<file path="src/rtl/mc_control_fsm.sv">
// mc_control_fsm: multicycle MIPS control sequencer.
// Each instruction passes through FETCH/DECODE/EXECUTE/MEM/WRITEBACK states.
// The FSM issues Moore-style datapath controls for each state. Memory states
// stall on mem_ready, and a watchdog aborts a stall that runs too long.
//
// Optional feature: define MC_BNE_EN to accept bne (opcode 000101). That build
// also adds the branch_ne output.
//
// Ports:
//   clk, rst_n            rising-edge clock, synchronous active-low reset
//   opcode[5:0]           instruction[31:26], sampled in DECODE
//   mem_ready             memory completes the current access this cycle
//   pc_write, pc_write_cond, i_or_d, mem_read, mem_write, ir_write,
//   mem_to_reg, reg_dst, reg_write, alu_src_a, alu_src_b[1:0], alu_op[1:0],
//   pc_source[1:0]        datapath controls, decoded from the current state
//   illegal_op            sticky flag: an unsupported opcode was decoded
//   mem_timeout           one-cycle pulse after a watchdog abort
//   state_dbg[3:0]        current state encoding
//   branch_ne             (MC_BNE_EN only) BR state is executing bne
module mc_control_fsm #(
    parameter bit          USE_MEM_READY  = 1'b1,
    parameter int unsigned TIMEOUT_CYCLES = 255,
    parameter int unsigned CNT_W          = 8
) (
    input  logic       clk,
    input  logic       rst_n,
    input  logic [5:0] opcode,
    input  logic       mem_ready,
    output logic       pc_write,
    output logic       pc_write_cond,
    output logic       i_or_d,
    output logic       mem_read,
    output logic       mem_write,
    output logic       ir_write,
    output logic       mem_to_reg,
    output logic       reg_dst,
    output logic       reg_write,
    output logic       alu_src_a,
    output logic [1:0] alu_src_b,
    output logic [1:0] alu_op,
    output logic [1:0] pc_source,
    output logic       illegal_op,
    output logic       mem_timeout,
    output logic [3:0] state_dbg
`ifdef MC_BNE_EN
    ,
    output logic       branch_ne
`endif
);

    localparam logic [5:0] OP_RTYPE = 6'b000000;
    localparam logic [5:0] OP_J     = 6'b000010;
    localparam logic [5:0] OP_BEQ   = 6'b000100;
    localparam logic [5:0] OP_BNE   = 6'b000101;
    localparam logic [5:0] OP_ADDI  = 6'b001000;
    localparam logic [5:0] OP_LW    = 6'b100011;
    localparam logic [5:0] OP_SW    = 6'b101011;

    localparam bit              WD_EN    = (TIMEOUT_CYCLES != 0);
    localparam logic [CNT_W-1:0] WD_LIMIT = CNT_W'(TIMEOUT_CYCLES - 1);

    typedef enum logic [3:0] {
        S_FETCH    = 4'd0,
        S_DECODE   = 4'd1,
        S_MEM_ADDR = 4'd2,
        S_MEM_RD   = 4'd3,
        S_MEM_WB   = 4'd4,
        S_MEM_WR   = 4'd5,
        S_R_EXEC   = 4'd6,
        S_R_WB     = 4'd7,
        S_BR       = 4'd8,
        S_ADDI_EX  = 4'd9,
        S_ADDI_WB  = 4'd10,
        S_JMP      = 4'd11
    } state_t;

    state_t           state;
    state_t           state_nxt;
    logic [5:0]       op_q;
    logic [CNT_W-1:0] wd_cnt;
    logic [CNT_W-1:0] wd_cnt_nxt;
    logic             set_illegal;
    logic             ready;
    logic             wait_state;
    logic             timeout;

    // A single-cycle memory build behaves as if every access completes at once.
    assign ready      = USE_MEM_READY ? mem_ready : 1'b1;
    assign wait_state = (state == S_FETCH) || (state == S_MEM_RD) || (state == S_MEM_WR);
    // A ready that arrives on the limit cycle still wins over the abort.
    assign timeout    = WD_EN && wait_state && !ready && (wd_cnt == WD_LIMIT);
    assign state_dbg  = state;

    // State register, captured opcode, watchdog counter and status flags.
    always_ff @(posedge clk) begin
        if (!rst_n) begin
            state       <= S_FETCH;
            op_q        <= '0;
            wd_cnt      <= '0;
            illegal_op  <= 1'b0;
            mem_timeout <= 1'b0;
        end else begin
            state       <= state_nxt;
            wd_cnt      <= wd_cnt_nxt;
            illegal_op  <= illegal_op | set_illegal;
            mem_timeout <= timeout;
            if (state == S_DECODE) begin
                op_q <= opcode;
            end
        end
    end

    // Next-state, illegal-opcode and watchdog-counter logic.
    always_comb begin
        state_nxt   = state;
        set_illegal = 1'b0;
        wd_cnt_nxt  = '0;

        case (state)
            S_FETCH: begin
                if (timeout)    state_nxt = S_FETCH;
                else if (ready) state_nxt = S_DECODE;
            end
            S_DECODE: begin
                case (opcode)
                    OP_LW, OP_SW: state_nxt = S_MEM_ADDR;
                    OP_RTYPE:     state_nxt = S_R_EXEC;
                    OP_BEQ:       state_nxt = S_BR;
`ifdef MC_BNE_EN
                    OP_BNE:       state_nxt = S_BR;
`endif
                    OP_ADDI:      state_nxt = S_ADDI_EX;
                    OP_J:         state_nxt = S_JMP;
                    default: begin
                        state_nxt   = S_FETCH;
                        set_illegal = 1'b1;
                    end
                endcase
            end
            // Only lw and sw reach MEM_ADDR, so any non-lw opcode here is a store.
            S_MEM_ADDR: state_nxt = (op_q == OP_LW) ? S_MEM_RD : S_MEM_WR;
            S_MEM_RD: begin
                if (timeout)    state_nxt = S_FETCH;
                else if (ready) state_nxt = S_MEM_WB;
            end
            S_MEM_WB: state_nxt = S_FETCH;
            S_MEM_WR: begin
                if (timeout)    state_nxt = S_FETCH;
                else if (ready) state_nxt = S_FETCH;
            end
            S_R_EXEC:  state_nxt = S_R_WB;
            S_R_WB:    state_nxt = S_FETCH;
            S_BR:      state_nxt = S_FETCH;
            S_ADDI_EX: state_nxt = S_ADDI_WB;
            S_ADDI_WB: state_nxt = S_FETCH;
            S_JMP:     state_nxt = S_FETCH;
            default:   state_nxt = S_FETCH;
        endcase

        // Count only consecutive stalled cycles within one wait state.
        if (WD_EN && wait_state && !ready && !timeout && (state_nxt == state)) begin
            wd_cnt_nxt = wd_cnt + CNT_W'(1);
        end
    end

    // Moore control decode; the FETCH loads follow the memory handshake.
    always_comb begin
        pc_write      = 1'b0;
        pc_write_cond = 1'b0;
        i_or_d        = 1'b0;
        mem_read      = 1'b0;
        mem_write     = 1'b0;
        ir_write      = 1'b0;
        mem_to_reg    = 1'b0;
        reg_dst       = 1'b0;
        reg_write     = 1'b0;
        alu_src_a     = 1'b0;
        alu_src_b     = 2'b00;
        alu_op        = 2'b00;
        pc_source     = 2'b00;
`ifdef MC_BNE_EN
        branch_ne     = 1'b0;
`endif

        case (state)
            S_FETCH: begin
                mem_read  = 1'b1;
                alu_src_b = 2'b01;
                ir_write  = ready;
                pc_write  = ready;
            end
            S_DECODE: alu_src_b = 2'b11;
            S_MEM_ADDR: begin
                alu_src_a = 1'b1;
                alu_src_b = 2'b10;
            end
            S_MEM_RD: begin
                mem_read = 1'b1;
                i_or_d   = 1'b1;
            end
            S_MEM_WB: begin
                reg_write  = 1'b1;
                mem_to_reg = 1'b1;
            end
            S_MEM_WR: begin
                mem_write = 1'b1;
                i_or_d    = 1'b1;
            end
            S_R_EXEC: begin
                alu_src_a = 1'b1;
                alu_op    = 2'b10;
            end
            S_R_WB: begin
                reg_dst   = 1'b1;
                reg_write = 1'b1;
            end
            S_BR: begin
                alu_src_a     = 1'b1;
                alu_op        = 2'b01;
                pc_write_cond = 1'b1;
                pc_source     = 2'b01;
`ifdef MC_BNE_EN
                branch_ne     = (op_q == OP_BNE);
`endif
            end
            S_ADDI_EX: begin
                alu_src_a = 1'b1;
                alu_src_b = 2'b10;
            end
            S_ADDI_WB: reg_write = 1'b1;
            S_JMP: begin
                pc_write  = 1'b1;
                pc_source = 2'b10;
            end
            default: ;
        endcase
    end

endmodule

</file>
<file path="config.mk">
export PLATFORM = sky130hd
export DESIGN_NAME = mc_control_fsm
export DESIGN_NICKNAME = d
export VERILOG_FILES = /design/src/rtl/mc_control_fsm.sv
export SDC_FILE = /design/constraint.sdc
export NUM_CORES = 1
export LEC_CHECK = 0
export CORE_ASPECT_RATIO = 1.75
export CORE_MARGIN = 2
export CORE_UTILIZATION = 46
export DETAILED_ROUTE_END_ITERATION = 6
export PLACE_DENSITY_LB_ADDON = 0.3
export SLEW_MARGIN = 10
export SYNTH_ARGS = -nofsm -noshare
export SYNTH_HDL_FRONTEND = slang
export SYNTH_SLANG_ARGS = --single-unit
export TNS_END_PERCENT = 100
</file>
<file path="constraint.sdc">
create_clock -name clk -period 1.9 [get_ports clk]
set_clock_uncertainty 0.15 [all_clocks]
set_input_delay 0.38 -clock clk [delete_from_list [all_inputs] [get_ports clk]]
set_output_delay 0.38 -clock clk [all_outputs]
set_load 0.01 [all_outputs]
</file>
== Word-level counts from Yosys, hierarchy flattened ==
Index checks and enable logic that the tools add are counted.

* Input port bits: 9
* Logic and storage cells: 68
* Register bits after elaboration: 20

* Multiplexer cells: 24
* Bitwise operators: 1
* Eq/ne operators: 19
* Reduce and logical (&&, ||, !) cells: 18
* $add $sub $neg: 1

{| class="wikitable"
|+ Operators with widths
! kind !! number
|-
| case mux 4 bit (7 select lines) || 1
|-
| two-way mux 4 bit || 6
|-
| case mux 4 bit (5 select lines) || 1
|-
| == test 6 bit (second input constant) || 3
|-
| == test 4 x 3 -> 1 bit (second input constant) || 4
|-
| == test 4 bit (second input constant) || 4
|-
| two-way mux 1 bit || 11
|-
| adder 8 x 1 -> 8 bit (second input constant) || 1
|-
| == test 4 x 2 -> 1 bit (second input constant) || 2
|-
| == test 8 bit (second input constant) || 1
|-
| case mux 2 bit (2 select lines) || 2
|-
| OR reduction 2 bit || 4
|-
| == test 6 x 2 -> 1 bit (second input constant) || 1
|-
| == test 6 x 3 -> 1 bit (second input constant) || 1
|-
| == test 6 x 4 -> 1 bit (second input constant) || 1
|-
| logical NOT 6 bit || 1
|-
| case mux 2 bit (3 select lines) || 1
|-
| OR reduction 6 bit || 1
|-
| == test 4 x 1 -> 1 bit (second input constant) || 1
|-
| == test 4 bit || 1
|-
| logical AND 1 bit || 4
|-
| logical NOT 4 bit || 1
|-
| OR reduction 4 bit || 1
|-
| two-way mux 3 bit || 1
|-
| other kinds (6) || 8
|}

== Logic depth before layout (Yosys ltp) ==
* Word-level depth: 10
* Gate-level depth with buffers: 6

== Least setup slack after synthesis ==
OpenSTA, ideal clock, no wires.

* Path kind: register to output
* From: register state[2] (netlist: state_dbg[2])
* To: output pc_write
* Data arrival time: 1,514 ps
* Cell stages (with the launch flop): 6
* Required time: 1,370 ps
* Setup slack: -144 ps
* Buffers on the path: 2
* Cells stage by stage: dfxtp_1 buf_6 or2_1 clkbuf_1 nor4_1 or2_1

* Cells in the longest elaborated chain, start to end: 2
* Elaborated cells on any way between the ends: 3
* Those cells by class: eq/ne: 1; mux: 1; reduce/logical: 1

{| class="wikitable"
|+ Ends and longest elaborated chain
! element !! line !! text
|-
| start, declared || 77 || <nowiki>state_t state;</nowiki>
|-
| start signal, assigned || 103 || <nowiki>state <= state_nxt;</nowiki>
|-
| == test 4 bit / logical NOT 4 bit (equally long branches) || 185 || <nowiki>case (state)</nowiki>
|-
| case mux 1 bit (2 select lines) (*) || 185 ||
|-
| end, declared || 29 || <nowiki>output logic pc_write,</nowiki>
|}

Mark *: on every way between the ends. The rest lies on a longest branch, timed or not.

== Worst setup path in the final report ==
* From: register state[2] (netlist: state_dbg[2])
* To: register state[0] (netlist: state_dbg[0])

* Cells in the longest elaborated chain, start to end: 7
* Elaborated cells on any way between the ends: 15
* Those cells by class: eq/ne: 6; mux: 4; reduce/logical: 5

{| class="wikitable"
|+ Ends and longest elaborated chain
! element !! line !! text
|-
| == test 4 x 2 -> 1 bit / logical NOT 4 bit (equally long branches) || 89, 119 ||
|-
| logical OR 1 bit (2 in a row) || 89 || <nowiki>assign wait_state = (state == S_FETCH) || (state == S_MEM_RD) || (state == S_MEM_WR);</nowiki>
|-
| logical AND 1 bit (2 in a row) || 91 || <nowiki>assign timeout = WD_EN && wait_state && !ready && (wd_cnt == WD_LIMIT);</nowiki>
|-
| two-way mux 4 bit, on equally long branches || 148, 121, 143 ||
|-
| case mux 4 bit (7 select lines) (*) || 119 || <nowiki>case (state)</nowiki>
|}

Marks and branches as above.
A chain may end at the register's enable or synchronous reset.

==> run_results.csv <==
group,metric,value,unit
synthesis,syn_avg_cell_area,8.010,um2
detailed_routing,via_count,1252,
synthesis,synth_seq_cells,20,
synthesis,synth_commonest_cells,"dfxtp_1 (20), nor2_1 (19), nand2_1 (16), a21oi_1 (9)",
setup_path,cpPeakStageDelay,0.50,ns
hold_path,hp-class,"register to register",
synthesis,synth_top_cell_by_area,"dfxtp_1",
global_route,grt_pass1_wl,5230,um
clock_tree,cts.sinks,20,
outcome,status,"completed",
global_route,grt_overflow,0,
floorplan,placementRows,23,
global_route,antenna_found_initial,0,
timing,hold-worst-slack,0.3181,ns
floorplan,initial_core_util,48.27,%
power,p_total,0.001091,W
synthesis,synth_cell_type_count,39,
timing,worstMarginPinSlew,0.4373,ns
synthesis,synthFlopType,"dfxtp_1",
detailed_routing,drc_errors,0,
place,postPlaceCellArea,1588,um2
clock_tree,clockBufferDepth,2,
detailed_routing,dr.pass1.iters,4,
detailed_routing,vias_per_cell,5.665,
place,gp_routability_congestion,0.8434,
setup_path,crit_path_frequent_cell,"buf_6",
timing,rsz0062_at_grt,"yes",
timing,fin_crit,1.898,ns
detailed_routing,antenna_left,0,
hold_path,hold-path-cell-count,2,
power,irDropWorstVdd,0.6201,mV
synthesis,yosys_warnings,0,
floorplan,fp.dieArea,2808,um2
setup_path,cp-start-kind,"register",
power,leakage,0.7349,nW
synthesis,syn_inst,137,
floorplan,coreArea,2273,um2
detailed_routing,drtIter0Drc,43,
finish,final_nets,208,
clock_tree,cts_tree,"done",
setup_path,required,1.94,ns
synthesis,synth_edf_count,0,
finish,area_delta_synth_final,56.21,%
setup_path,crit_path_end_kind,"register",
global_route,grt_use_total,27.27,%
synthesis,synth_seq_area_share,36.49,%
timing,min_period_over_period,99.87,%
setup_path,crit_fanout,5,
detailed_routing,wirelength,3609,um
setup_path,reg2reg_depth,6,
place,dp_hpwl,2505,um
setup_path,arrival,1.94,ns
clock_tree,cts_root_buf,"clkbuf_8",
power,p_per_area,636.3,nW/um2
clock_tree,clock_latency,0.27,ns
synthesis,synth_top_area_share,36.49,%
synthesis,synthArstFlopShare,0,%
clock_tree,numCtsBuffers,3,
setup_path,cpMaxStageDelayCell,"or4b_4",
synthesis,yosys.cell_count.top_type,"dfxtp_1",
setup_path,criticalPathCategory,"register to register",
synthesis,netlist_area,1097,um2
clock_tree,htree_levels,1,
timing,clock.fmax,0.5270,GHz
finish,drive_gt1_share,33.16,%
timing,slew_headroom,70.09,%
finish,design_area,1714,um2
global_route,grt_start_max_net_pins,13,
synthesis,synth.area.top_cells,"dfxtp_1 (36%), nor2_1 (6.5%), nand2_1 (5.5%), xor2_1 (4.8%), a21oi_1 (4.1%)",
floorplan,io_pins,31,
setup_path,r2r_slack,0.002,ns
synthesis,syn_nets,148,
floorplan,die_w,40.92,um
global_route,grt_pass1_vias,1209,
finish,diodes,0,
place,dp_cells,212,
floorplan,die_h,68.61,um
setup_path,path_cells,"buf_6, buf_6, or4b_4, nor4b_4, a21boi_1, o22ai_1",
finish,fin_cells,221,
timing,hold_viol_final,0,
timing,setup_viol,0,
place,numPortBuffers,30,
clock_tree,clk_pin_slew_worst_paths,0.08,ns
detailed_routing,wl_per_cell,16.33,um
timing,drv_slew,0,
flow_run,maxCapViolCount,0,
finish,final_core_util,75.40,%
-- placed cells by master, fill, tap and decap left out, types with 2 or more instances in the layout --
master and instances:
inv_1 3, buf_4 27, buf_2 6, clkdlybuf4s50_1 11, nand4_1 2, o211ai_1 2
xnor2_1 2, and3_1 3, nor3_1 4, o22ai_1 2, dfxtp_1 16, a22oi_1 2
clkbuf_8 3, a21oi_1 8, clkdlybuf4s15_2 2, nand2b_1 2, ha_1 2, o21ai_0 6
clkbuf_2 5, xor2_1 6, dlygate4sd2_1 3, buf_6 6, dfxtp_4 2, nor2_1 19
dfxtp_2 2, nand3_1 6, nand2_1 15
-- path summary, 6_finish.rpt --
path	startpoint	end
worst max-delay path	state_dbg[2]$_SDFF_PN0_	state_dbg[0]$_SDFF_PN0_
worst min-delay path	op_q[2]$_SDFFE_PN0P_	op_q[2]$_SDFFE_PN0P_
worst max register to register	state_dbg[2]$_SDFF_PN0_	state_dbg[0]$_SDFF_PN0_
worst min register to register	op_q[2]$_SDFFE_PN0P_	op_q[2]$_SDFFE_PN0P_
-- per-layer routing --
layer,vias to the layer above,part of all wire [%],GRT usage [%]
li1,601,-,-
met1,582,33,24.70
met2,56,58,51.37
met3,13,5.1,4.808
met4,0,3.4,15.00
met5,-,0,0
-- state kept, by name, indices dropped and copies added (netlist names) --
name and flops:
op_q 6, illegal_op 1, state_dbg 4, mem_timeout 1
wd_cnt 8
-- where the power goes --
part,switching (W),leakage [nW],internal [W]
Combinational,0.0000999,0.534,0.000105
Sequential,0.0000160,0.165,0.000435
Clock,0.000153,0.0357,0.000282
Total,0.000269,0.735,0.000822
-- area by class of cell --
class / instances / area [um2]
multi-input cells: 105 / 675.6
clock buffers: 3 / 41.29
fillers: 172 / 559.3
repair buffers: 62 / 506.7
clock inverters: 1 / 30.03
flip-flops and latches: 20 / 410.4
inverters: 5 / 18.77
well taps: 25 / 31.28
-- per-stage QoR --
step	setup TNS, ns	setup slack [ns]
CTS	-0.04017	-0.02773
global placement	-1.711	-0.5589
floorplan	0	0.03897
global route	-0.06855	-0.05154
detailed placement	-2.624	-0.5932
finish	0	0.002421
-- logic make-up after synthesis --
| logic type | after synthesis | synth area share [%] |
|---|---|---|
| XOR/XNOR | 8 | 6.386 |
| AND/OR/NAND/NOR | 66 | 31.93 |
| multiplexers | 1 | 0.9122 |
| AO/OA/AOI/OAI | 28 | 15.74 |
| flip-flops | 20 | 36.49 |
| adder cells (fa/ha/maj) | 2 | 2.280 |
| buffers and inverters | 12 | 6.270 |
-- critical path, delay by kind of cell, from the launching register on --
kind                   cells  cell delay, ns
AND/OR/NAND/NOR            2            0.82
flip-flops                 1            0.34
AO/OA/AOI/OAI              2            0.27
buffers and inverters      2            0.22
-- what timing repair did --
| action | 4_1_cts | 5_1_grt |
|---|---|---|
| resized for setup | 57 | 19 |
| setup buffers | 1 | 4 |
| pin swaps | 3 | 7 |
| setup endpoints to repair | 19 | 16 |
| hold buffers | 0 | 0 |
No activity file was read; power rests on OpenSTA's default activity.
